[src/rtl/uart_rx.sv]
// uart_rx: 8N1 serial receiver with a held valid/ack output, framing-error and overrun pulses.
module uart_rx #(
  parameter int BAUDRATE = 56600,
  parameter int HZ       = 200_000_000,
  parameter int DIVIDER  = HZ / BAUDRATE,
  parameter int HALF     = DIVIDER / 2
) (
  input  logic       i_clock,
  input  logic       i_reset_n,
  input  logic       i_serial,
  output logic [7:0] o_data,
  output logic       o_valid,
  input  logic       i_ack,
  output logic       o_busy,
  output logic       o_frame_err,
  output logic       o_overrun
);
  typedef enum logic [2:0] {IDLE, START, DATA, STOP, BRK} state_t;
  state_t      state_q, state_d;
  logic [1:0]  sync_q;
  logic        rx_s;
  logic        tick;
  logic [31:0] cnt_q, cnt_d;
  logic [2:0]  idx_q, idx_d;
  logic [7:0]  sr_q, sr_d, data_q, data_d;
  logic        valid_q, valid_d, busy_q, busy_d, ferr_q, ferr_d, ovr_q, ovr_d;
  assign rx_s = sync_q[1];
  // The start bit is sampled half a bit in; every later sample is a full bit apart.
  assign tick = cnt_q == ((state_q == START) ? 32'(HALF - 1) : 32'(DIVIDER - 1));
  always_comb begin
    state_d = state_q;
    cnt_d   = cnt_q + 32'd1;
    idx_d   = idx_q;
    sr_d    = sr_q;
    data_d  = data_q;
    valid_d = valid_q & ~i_ack;
    ferr_d  = 1'b0;
    ovr_d   = 1'b0;
    case (state_q)
      IDLE: begin
        cnt_d = '0;
        if (!rx_s) state_d = START;
      end
      START: if (tick) begin
        cnt_d   = '0;
        idx_d   = '0;
        state_d = rx_s ? IDLE : DATA;
      end
      DATA: if (tick) begin
        cnt_d = '0;
        sr_d  = {rx_s, sr_q[7:1]};
        idx_d = idx_q + 3'd1;
        if (idx_q == 3'd7) state_d = STOP;
      end
      STOP: if (tick) begin
        cnt_d = '0;
        if (!rx_s) begin
          ferr_d  = 1'b1;
          state_d = BRK;
        end else begin
          state_d = IDLE;
          // A same-cycle ack frees the holding slot, so the new byte is kept.
          if (valid_q && !i_ack) ovr_d = 1'b1;
          else begin
            data_d  = sr_q;
            valid_d = 1'b1;
          end
        end
      end
      BRK: if (rx_s) begin
        cnt_d   = '0;
        state_d = IDLE;
      end
      default: state_d = IDLE;
    endcase
    busy_d = state_d != IDLE;
  end
  always_ff @(posedge i_clock or negedge i_reset_n) begin
    if (!i_reset_n) begin
      sync_q  <= 2'b11;
      state_q <= IDLE;
      cnt_q   <= '0;
      idx_q   <= '0;
      sr_q    <= '0;
      data_q  <= '0;
      valid_q <= 1'b0;
      busy_q  <= 1'b0;
      ferr_q  <= 1'b0;
      ovr_q   <= 1'b0;
    end else begin
      sync_q  <= {sync_q[0], i_serial};
      state_q <= state_d;
      cnt_q   <= cnt_d;
      idx_q   <= idx_d;
      sr_q    <= sr_d;
      data_q  <= data_d;
      valid_q <= valid_d;
      busy_q  <= busy_d;
      ferr_q  <= ferr_d;
      ovr_q   <= ovr_d;
    end
  end
  assign o_data      = data_q;
  assign o_valid     = valid_q;
  assign o_busy      = busy_q;
  assign o_frame_err = ferr_q;
  assign o_overrun   = ovr_q;
endmodule
[config.mk]
export PLATFORM = sky130hd
export DESIGN_NAME = uart_rx
export DESIGN_NICKNAME = d
export VERILOG_FILES = /design/src/rtl/uart_rx.sv
export SDC_FILE = /design/constraint.sdc
export NUM_CORES = 1
export LEC_CHECK = 0
export CORE_UTILIZATION = 44
export CTS_CLUSTER_DIAMETER = 80
export DETAILED_ROUTE_END_ITERATION = 6
export PLACE_DENSITY_LB_ADDON = 0.25
export SKIP_LAST_GASP = 1
export SLEW_MARGIN = 20
export SYNTH_ARGS = -nofsm -noshare
export SYNTH_HDL_FRONTEND = slang
export SYNTH_SLANG_ARGS = --single-unit
[constraint.sdc]
create_clock -name i_clock -period 2.8 [get_ports i_clock]
set_clock_uncertainty 0.1 [all_clocks]
set_input_delay 0.84 -clock i_clock [delete_from_list [all_inputs] [get_ports i_clock]]
set_output_delay 0.84 -clock i_clock [all_outputs]
set_load 0.05 [all_outputs]
==> run_summary.xml, run 1 <==
<?xml version="1.0" encoding="UTF-8"?>
<metrics>
  <group name="run_status">
    <metric name="status" unit="">finished, final reports clean</metric>
  </group>
  <group name="yosys">
    <metric name="avg_inst_size_synth" unit="µm²">10.78</metric>
    <metric name="synth_xor_area_share" unit="%">8.788</metric>
    <metric name="synth_simple_gate_area_share" unit="%">23.85</metric>
    <metric name="synth.area.mux_share" unit="%">6.926</metric>
    <metric name="synth-async-reset-ratio" unit="%">100.0</metric>
    <metric name="ys_dominant_reg_cell" unit="">sky130_fd_sc_hd__dfrtp_1</metric>
    <metric name="number_of_synthesized_flops_with_an_enable_pin" unit="">0</metric>
    <metric name="combinational_family_with_the_most_area_after_synthesis" unit="">simple AND/OR/NAND/NOR gates</metric>
    <metric name="synthDistinctLibCells" unit="">42</metric>
    <metric name="synthCells" unit="">268</metric>
    <metric name="synth-seq-area-share" unit="%">52.03</metric>
    <metric name="synth_compound_area_share" unit="%">4.589</metric>
    <metric name="postSynthRegisterBits" unit="">60</metric>
    <metric name="mappedNetlistArea" unit="µm²">2890</metric>
    <metric name="ys_warn_count" unit="">0</metric>
    <metric name="postSynthNetCount" unit="">275</metric>
    <metric name="synthAdderAreaFrac" unit="%">1.299</metric>
  </group>
  <group name="power">
    <metric name="pwr_density_cell" unit="nW/µm²">499.5</metric>
    <metric name="power.leakage" unit="µW">0.001515</metric>
    <metric name="irDropWorstVdd" unit="mV">0.3543</metric>
  </group>
  <group name="cells_and_area">
    <metric name="drive_gt1_share" unit="%">17.67</metric>
    <metric name="design.final.nets" unit="">302</metric>
    <metric name="fillCellCount" unit="">546</metric>
    <metric name="area_growth_syn_to_layout" unit="%">16.28</metric>
    <metric name="antenna-diode-count" unit="">0</metric>
    <metric name="stdcell_area" unit="µm²">3361</metric>
  </group>
  <group name="placed_design">
    <metric name="placed_area" unit="µm²">3154</metric>
    <metric name="place.gp.congestion" unit="">0.7968</metric>
    <metric name="place.port_buffers" unit="">15</metric>
    <metric name="pre_cts_slack" unit="ns">0.2954</metric>
    <metric name="place.detailed.hpwl" unit="µm">3500</metric>
  </group>
  <group name="setup_path">
    <metric name="worstReg2RegEnd" unit="">o_data[5]</metric>
    <metric name="reg2reg_slack" unit="ns">0.48</metric>
    <metric name="path_max_fanout" unit="">2</metric>
    <metric name="timing.setup.critical_path_class" unit="">reg -&gt; out</metric>
    <metric name="critical-path-top-delay-family" unit="">buffers and inverters</metric>
    <metric name="startpoint_type" unit="">register</metric>
    <metric name="worstSetupStartpoint" unit="">o_data[0]</metric>
    <metric name="timing.critical_path.to_type" unit="">output port</metric>
    <metric name="worst-path-stages" unit="">1</metric>
    <metric name="worst_path_max_delay_cell" unit="">sky130_fd_sc_hd__clkdlybuf4s50_1</metric>
    <metric name="path_cells" unit="">clkdlybuf4s50_1</metric>
    <metric name="critPathArrivalTime" unit="ns">1.52</metric>
    <metric name="worst_setup_path_endpoint" unit="">o_data[0]</metric>
    <metric name="worst-path-buf-inv" unit="">1</metric>
    <metric name="critical_path_required" unit="ns">1.86</metric>
    <metric name="reg2reg_depth" unit="">6</metric>
    <metric name="worst_r2r_startpoint" unit="">cnt_q[13]</metric>
    <metric name="slowest_delay" unit="ns">0.80</metric>
  </group>
  <group name="sta">
    <metric name="fin_ws" unit="ns">0.3389</metric>
    <metric name="achievable-frequency" unit="GHz">0.4063</metric>
    <metric name="tightest_slew" unit="ns">0.4995</metric>
    <metric name="setup-violations-final" unit="">0</metric>
    <metric name="final.setup.tns" unit="ns">0</metric>
    <metric name="grt_setup_unrepaired" unit="">false</metric>
    <metric name="timing.final.max_slew_violations" unit="">0</metric>
    <metric name="timing.final.crit_period" unit="ns">2.461</metric>
    <metric name="finalCritPeriodShare" unit="%">87.90</metric>
    <metric name="timing.final.hold_violations" unit="">0</metric>
    <metric name="slew-limit-headroom" unit="%">66.60</metric>
  </group>
  <group name="die">
    <metric name="fp.dieH" unit="µm">83.05</metric>
    <metric name="core-area" unit="µm²">6350</metric>
    <metric name="die_width" unit="µm">83.05</metric>
    <metric name="initial_utilization" unit="%">45.52</metric>
    <metric name="ios" unit="">16</metric>
    <metric name="std_cell_rows" unit="">29</metric>
    <metric name="fp.dieArea" unit="µm²">6897</metric>
  </group>
  <group name="grt">
    <metric name="number_of_antenna_violations_at_the_first_check_in_global_routing" unit="">0</metric>
    <metric name="overall_routing_resource_usage" unit="%">17.26</metric>
    <metric name="grt_start_max_net_pins" unit="">61</metric>
    <metric name="first_global_vias" unit="">1965</metric>
    <metric name="grt_overflow_total" unit="">0</metric>
    <metric name="grt_first_pass_wirelength" unit="µm">9377</metric>
  </group>
  <group name="clock_tree">
    <metric name="clkTransAtPathRegs" unit="ns">0.08</metric>
    <metric name="ctsHoldBuffers" unit="">0</metric>
    <metric name="tritoncts.num_buffers" unit="">9</metric>
    <metric name="tritoncts" unit="">done</metric>
    <metric name="cts.repair_timing.setup_buffer_count" unit="">0</metric>
    <metric name="worst_skew_pair.late_latency" unit="ns">0.35</metric>
    <metric name="max-clock-path-buffers" unit="">2</metric>
    <metric name="root_buffer" unit="">sky130_fd_sc_hd__clkbuf_8</metric>
    <metric name="clock_sinks" unit="">60</metric>
    <metric name="cts_resized" unit="">0</metric>
    <metric name="deepest_level_of_the_cts_h_tree" unit="">3</metric>
  </group>
  <group name="drt">
    <metric name="firstDrtPassIters" unit="">5</metric>
    <metric name="vias" unit="">2047</metric>
    <metric name="drt_iter0_drc" unit="">114</metric>
    <metric name="drcViolationCount" unit="">0</metric>
    <metric name="avgRoutedWirePerCell" unit="µm">14.67</metric>
    <metric name="drt-total-wl" unit="µm">5530</metric>
    <metric name="antenna_violation_net_count_after_detailed_routing" unit="">0</metric>
    <metric name="detail_route.vias_per_cell" unit="">5.430</metric>
  </group>
  <group name="flow_run">
    <metric name="drv_cap" unit="">0</metric>
  </group>
  <group name="worst_hold_path">
    <metric name="min-delay-path-class" unit="">reg -&gt; reg</metric>
  </group>
</metrics>
-- per-stage QoR --
stage	std cells	total power, µW	hold WS (ns)	util, %
floorplan	268	888.1	0.2452	-
detailed placement	360	912.5	0.2543	49.67
CTS	376	1698	0.2603	52.81
finish	377	1679	0.2629	52.93
global placement	360	912.5	0.2543	49.67
global route	377	1734	0.2681	52.93
-- where the power goes --
| part | switching, µW | internal (µW) |
|---|---|---|
| combinational | 17.3 | 6.24 |
| clock | 369 | 415 |
| sequential | 2.18 | 869 |
| total | 389 | 1290 |
-- area by class of cell --
class	instances	area [µm²]	area share, %
flip-flops and latches	60	1504	44.75
multi-input cells	196	1314	39.09
repair buffers	26	240.2	7.148
clock buffers	9	123.9	3.686
well taps	77	96.34	2.867
clock inverters	7	75.07	2.234
inverters	2	7.507	0.2234
-- per-layer routing --
| metal | GRT usage, % | share of wire [%] | wire length, µm |
|---|---|---|---|
| met5 | 0 | 0 | 0 |
| met4 | 7.210 | 1.6 | 91 |
| met3 | 5.368 | 2.5 | 140 |
| met2 | 25.41 | 45 | 2492 |
| met1 | 23.65 | 51 | 2807 |
-- cell usage in the layout, fill, tap and decap left out, types with 2 or more instances in the layout --
cell                               n
sky130_fd_sc_hd__a21oi_1           3
sky130_fd_sc_hd__and2_1            2
sky130_fd_sc_hd__and3_1            4
sky130_fd_sc_hd__and4_1            5
sky130_fd_sc_hd__buf_4            10
sky130_fd_sc_hd__clkbuf_8          9
sky130_fd_sc_hd__clkdlybuf4s50_1  14
sky130_fd_sc_hd__clkinv_2          2
sky130_fd_sc_hd__clkinv_4          3
sky130_fd_sc_hd__dfrtp_1          58
sky130_fd_sc_hd__dfstp_2           2
sky130_fd_sc_hd__ha_1              3
sky130_fd_sc_hd__inv_1             2
sky130_fd_sc_hd__mux2_2           16
sky130_fd_sc_hd__mux2i_1           2
sky130_fd_sc_hd__nand2_1          17
sky130_fd_sc_hd__nand3_1          19
sky130_fd_sc_hd__nand4_1          14
sky130_fd_sc_hd__nor2_1           43
sky130_fd_sc_hd__nor2b_1           2
sky130_fd_sc_hd__nor3_1            3
sky130_fd_sc_hd__nor4_1            7
sky130_fd_sc_hd__nor4_2            2
sky130_fd_sc_hd__nor4b_1           3
sky130_fd_sc_hd__nor4bb_1          3
sky130_fd_sc_hd__o21ai_0           3
sky130_fd_sc_hd__o31ai_1           2
sky130_fd_sc_hd__xnor2_1          11
sky130_fd_sc_hd__xor2_1           18
-- synth_stat cells (2+ instances only) --
cell type | number | area share (%)
sky130_fd_sc_hd__dfrtp_1 | 58 | 50
sky130_fd_sc_hd__nor2_1 | 43 | 5.6
sky130_fd_sc_hd__nand3_1 | 19 | 3.3
sky130_fd_sc_hd__xor2_1 | 18 | 5.5
sky130_fd_sc_hd__nand2_1 | 17 | 2.2
sky130_fd_sc_hd__mux2_2 | 16 | 6.2
sky130_fd_sc_hd__nand4_1 | 14 | 3.0
sky130_fd_sc_hd__xnor2_1 | 11 | 3.3
sky130_fd_sc_hd__nor4_1 | 7 | 1.5
sky130_fd_sc_hd__and4_1 | 5 | 1.5
sky130_fd_sc_hd__clkbuf_1 | 5 | 0.65
sky130_fd_sc_hd__and3_1 | 4 | 0.87
sky130_fd_sc_hd__a21oi_1 | 3 | 0.52
sky130_fd_sc_hd__buf_6 | 3 | 1.2
sky130_fd_sc_hd__ha_1 | 3 | 1.3
sky130_fd_sc_hd__nor3_1 | 3 | 0.52
sky130_fd_sc_hd__nor4b_1 | 3 | 0.91
sky130_fd_sc_hd__nor4bb_1 | 3 | 1.0
sky130_fd_sc_hd__o21ai_0 | 3 | 0.52
sky130_fd_sc_hd__and2_1 | 2 | 0.43
sky130_fd_sc_hd__dfstp_2 | 2 | 1.8
sky130_fd_sc_hd__inv_1 | 2 | 0.26
sky130_fd_sc_hd__mux2i_1 | 2 | 0.69
sky130_fd_sc_hd__nor2b_1 | 2 | 0.43
sky130_fd_sc_hd__nor4_2 | 2 | 0.87
sky130_fd_sc_hd__o31ai_1 | 2 | 0.52
-- logic make-up (layout without fill, tap and decap cells) --
family,count (synthesis),after routing
fa+ha+maj,3,3
simple gates,130,130
flops,60,60
xor+xnor,29,29
compound gates,16,16
mux,18,18
buf+inv,12,44
-- worst min-delay path by stage --
stage	startpoint	cells past startpoint	slack (ns)	endpoint
2_1_floorplan	sync_q[0]	0	0.25	sync_q[1]
3_3_place_gp	sync_q[0]	0	0.25	sync_q[1]
3_5_place_dp	sync_q[0]	0	0.25	sync_q[1]
4_1_cts	sync_q[0]	0	0.26	sync_q[1]
5_1_grt	sync_q[0]	0	0.27	sync_q[1]
6_report	sync_q[0]	0	0.26	sync_q[1]
-- sequential cells by signal (all words and copies together), names as in the netlist --
signal and cells:
o_busy 1, cnt_q 32, o_frame_err 1, state_q 3, sr_q 8, idx_q 3
o_valid 1, o_data 8, o_overrun 1, sync_q 2
(Power assumes the default switching activity.)
==> inputs of run 2 (changes only) <==
--- a/config.mk
+++ b/config.mk
@@ -5,6 +5,7 @@
 export SDC_FILE = /design/constraint.sdc
 export NUM_CORES = 1
 export LEC_CHECK = 0
+export CORE_MARGIN = 2
 export CORE_UTILIZATION = 44
 export CTS_CLUSTER_DIAMETER = 80
 export DETAILED_ROUTE_END_ITERATION = 6
==> run 2 against run 1 <==
Effect of this change:
- non-clock buffer count fell by 1
- utilization fell by 0.47 points
- die area rose by 4.9%
- clock power fell by 11%
- count of clock-buffer cells in the layout did not move
- routed wire length barely moved
- register-to-register slack got worse by 0.15 ns
- via count fell by 0.39%
- combinational power rose by 5%
- critical endpoint is now o_data[5]
- largest cell class unchanged
==> run_summary.xml, run 2 (same netlist as run 1, synthesis figures left out) <==
<?xml version="1.0" encoding="UTF-8"?>
<metrics>
  <group name="run_status">
    <metric name="status" unit="">finished, final reports clean</metric>
  </group>
  <group name="power">
    <metric name="share_comb_of_total_power" unit="%">1.5</metric>
    <metric name="power.net_switching" unit="µW">395.3</metric>
    <metric name="power_frac_clock" unit="%">43.8</metric>
    <metric name="netSwitchingFraction" unit="%">24.78</metric>
    <metric name="pwr_density_cell" unit="nW/µm²">479.0</metric>
    <metric name="intPower" unit="µW">1200</metric>
    <metric name="power.leakage" unit="µW">0.001496</metric>
    <metric name="power_frac_seq" unit="%">54.6</metric>
    <metric name="irDropWorstVdd" unit="mV">0.3483</metric>
  </group>
  <group name="die">
    <metric name="core-area" unit="µm²">6350</metric>
    <metric name="initial_utilization" unit="%">45.52</metric>
    <metric name="ios" unit="">16</metric>
    <metric name="fp.dieH" unit="µm">85.05</metric>
    <metric name="die_width" unit="µm">85.05</metric>
    <metric name="fp.dieArea" unit="µm²">7234</metric>
    <metric name="std_cell_rows" unit="">29</metric>
  </group>
  <group name="drt">
    <metric name="avgRoutedWirePerCell" unit="µm">14.71</metric>
    <metric name="drcViolationCount" unit="">0</metric>
    <metric name="detail_route.vias_per_cell" unit="">5.423</metric>
    <metric name="firstDrtPassIters" unit="">4</metric>
    <metric name="antenna_violation_net_count_after_detailed_routing" unit="">0</metric>
    <metric name="drt-total-wl" unit="µm">5531</metric>
    <metric name="vias" unit="">2039</metric>
    <metric name="drt_iter0_drc" unit="">105</metric>
  </group>
  <group name="placed_design">
    <metric name="place.port_buffers" unit="">15</metric>
    <metric name="place.gp.congestion" unit="">0.7712</metric>
    <metric name="place.detailed.hpwl" unit="µm">3717</metric>
    <metric name="placed_area" unit="µm²">3154</metric>
  </group>
  <group name="clock_tree">
    <metric name="clock_sinks" unit="">60</metric>
    <metric name="worst_skew_pair.late_latency" unit="ns">0.35</metric>
    <metric name="ctsHoldBuffers" unit="">0</metric>
    <metric name="cts_resized" unit="">0</metric>
    <metric name="max-clock-path-buffers" unit="">2</metric>
    <metric name="deepest_level_of_the_cts_h_tree" unit="">3</metric>
    <metric name="clkTransAtPathRegs" unit="ns">0.07</metric>
    <metric name="cts.repair_timing.setup_buffer_count" unit="">0</metric>
    <metric name="root_buffer" unit="">sky130_fd_sc_hd__clkbuf_8</metric>
    <metric name="tritoncts.num_buffers" unit="">9</metric>
    <metric name="tritoncts" unit="">done</metric>
  </group>
  <group name="cells_and_area">
    <metric name="mostFrequentLayoutCells" unit="">sky130_fd_sc_hd__dfrtp_1 (58), sky130_fd_sc_hd__nor2_1 (43), sky130_fd_sc_hd__nand3_1 (19)</metric>
    <metric name="largest_register_ff_count" unit="">32</metric>
    <metric name="stdcell_area" unit="µm²">3331</metric>
    <metric name="antenna-diode-count" unit="">0</metric>
    <metric name="utilization_of_the_core_after_routing" unit="%">52.45</metric>
    <metric name="fillCellCount" unit="">571</metric>
    <metric name="drive_gt1_share" unit="%">17.39</metric>
    <metric name="registers.top_by_ff_count" unit="">cnt_q</metric>
    <metric name="area_growth_syn_to_layout" unit="%">15.24</metric>
    <metric name="most_frequent_standard_cell_in_the_layout_excluding_fill_and_tap_cells" unit="">sky130_fd_sc_hd__dfrtp_1</metric>
    <metric name="design.final.nets" unit="">301</metric>
  </group>
  <group name="worst_hold_path">
    <metric name="hold_depth" unit="">0</metric>
    <metric name="min-delay-path-class" unit="">reg -&gt; reg</metric>
    <metric name="worstHoldStart" unit="">sync_q[0]</metric>
    <metric name="min_to" unit="">sync_q[1]</metric>
  </group>
  <group name="grt">
    <metric name="grt_first_pass_wirelength" unit="µm">9804</metric>
    <metric name="first_global_vias" unit="">2000</metric>
    <metric name="overall_routing_resource_usage" unit="%">17.31</metric>
    <metric name="grt_overflow_total" unit="">0</metric>
    <metric name="number_of_antenna_violations_at_the_first_check_in_global_routing" unit="">0</metric>
    <metric name="grt_start_max_net_pins" unit="">33</metric>
  </group>
  <group name="setup_path">
    <metric name="startpoint_type" unit="">register</metric>
    <metric name="timing.critical_path.to_type" unit="">register</metric>
    <metric name="critical_path_required" unit="ns">2.94</metric>
    <metric name="reg2reg_slack" unit="ns">0.33</metric>
    <metric name="worstReg2RegEnd" unit="">o_data[5]</metric>
    <metric name="timing.setup.critical_path_class" unit="">reg -&gt; reg</metric>
    <metric name="reg2reg_depth" unit="">5</metric>
    <metric name="path_max_fanout" unit="">8</metric>
    <metric name="worst_r2r_startpoint" unit="">cnt_q[13]</metric>
    <metric name="critPathArrivalTime" unit="ns">2.61</metric>
  </group>
  <group name="sta">
    <metric name="slew-limit-headroom" unit="%">61.71</metric>
    <metric name="grt_setup_unrepaired" unit="">false</metric>
    <metric name="final.setup.tns" unit="ns">0</metric>
    <metric name="timing.final.hold_violations" unit="">0</metric>
    <metric name="achievable-frequency" unit="GHz">0.4042</metric>
    <metric name="timing.final.crit_period" unit="ns">2.474</metric>
    <metric name="timing.final.max_slew_violations" unit="">0</metric>
    <metric name="tightest_slew" unit="ns">0.5743</metric>
    <metric name="setup-violations-final" unit="">0</metric>
    <metric name="finalCritPeriodShare" unit="%">88.37</metric>
  </group>
  <group name="flow_run">
    <metric name="drv_cap" unit="">0</metric>
  </group>
</metrics>
[run 2: cell types whose count changed in the layout (fill, tap and decap cells not counted), sizes merged]
cell,previous run,this run
buf,12,11
bufinv,1,0
clkinvlp,0,1
[run 2: how the worst max path moves through the flow]
stage                     startpoint        end  slack (ns)  depth (start not counted)
final                      cnt_q[13]  o_data[5]        0.33                          5
after global routing        cnt_q[2]  o_data[7]        0.04                          5
after CTS                  cnt_q[13]  o_data[5]        0.29                          5
after detailed placement   cnt_q[13]  o_data[5]        0.29                          5
after global placement     cnt_q[18]  o_data[3]        0.35                          5
after floorplan            cnt_q[13]    sr_q[0]        0.55                          5
[run 2: power groups by stage]
stage                     Sequential, µW  Clock (µW)  Combinational, µW
after floorplan                      886           0               2.17
after global placement               888           0               26.2
after CTS                            871         720               26.4
after global routing                 871         763               29.3
final                                871         700               24.6
after detailed placement             888           0               26.4
[run 2: worst max-delay path, cell delays in order, from the launching register on]
cell and delay, ns:
sky130_fd_sc_hd__dfrtp_1 0.46, sky130_fd_sc_hd__nor4b_1 0.31, sky130_fd_sc_hd__nand4_1 0.26, sky130_fd_sc_hd__nor3_1 0.41, sky130_fd_sc_hd__nand4_1 0.42, sky130_fd_sc_hd__mux2_2 0.41
[run 2: per-layer routing]
layer	up-vias	routed length, µm	track usage (%)
li1	1011	-	-
met1	986	2703	24.10
met2	34	2513	24.79
met3	8	192	4.961
met4	0	121	8.514
met5	-	0	0
[run 2: area by class of cell]
class | count | area [µm²] | share of cell area [%]
Sequential cell | 60 | 1504 | 45.15
Multi-Input combinational cell | 196 | 1314 | 39.44
Timing Repair Buffer | 25 | 232.7 | 6.987
Clock buffer | 9 | 123.9 | 3.719
Tap cell | 77 | 96.34 | 2.893
Clock inverter | 7 | 52.55 | 1.578
Inverter | 2 | 7.507 | 0.2254
[run 2: metrics by stage]
stage	std cells	power (µW)	hold slack, ns	setup slack (ns)
3_3_place_gp	360	914.1	0.2566	0.3543
2_1_floorplan	268	888.1	0.2452	0.5500
3_5_place_dp	360	914.3	0.2579	0.2911
6_report	376	1595	0.2653	0.3257
4_1_cts	376	1618	0.2687	0.2874
5_1_grt	376	1664	0.2692	0.04409
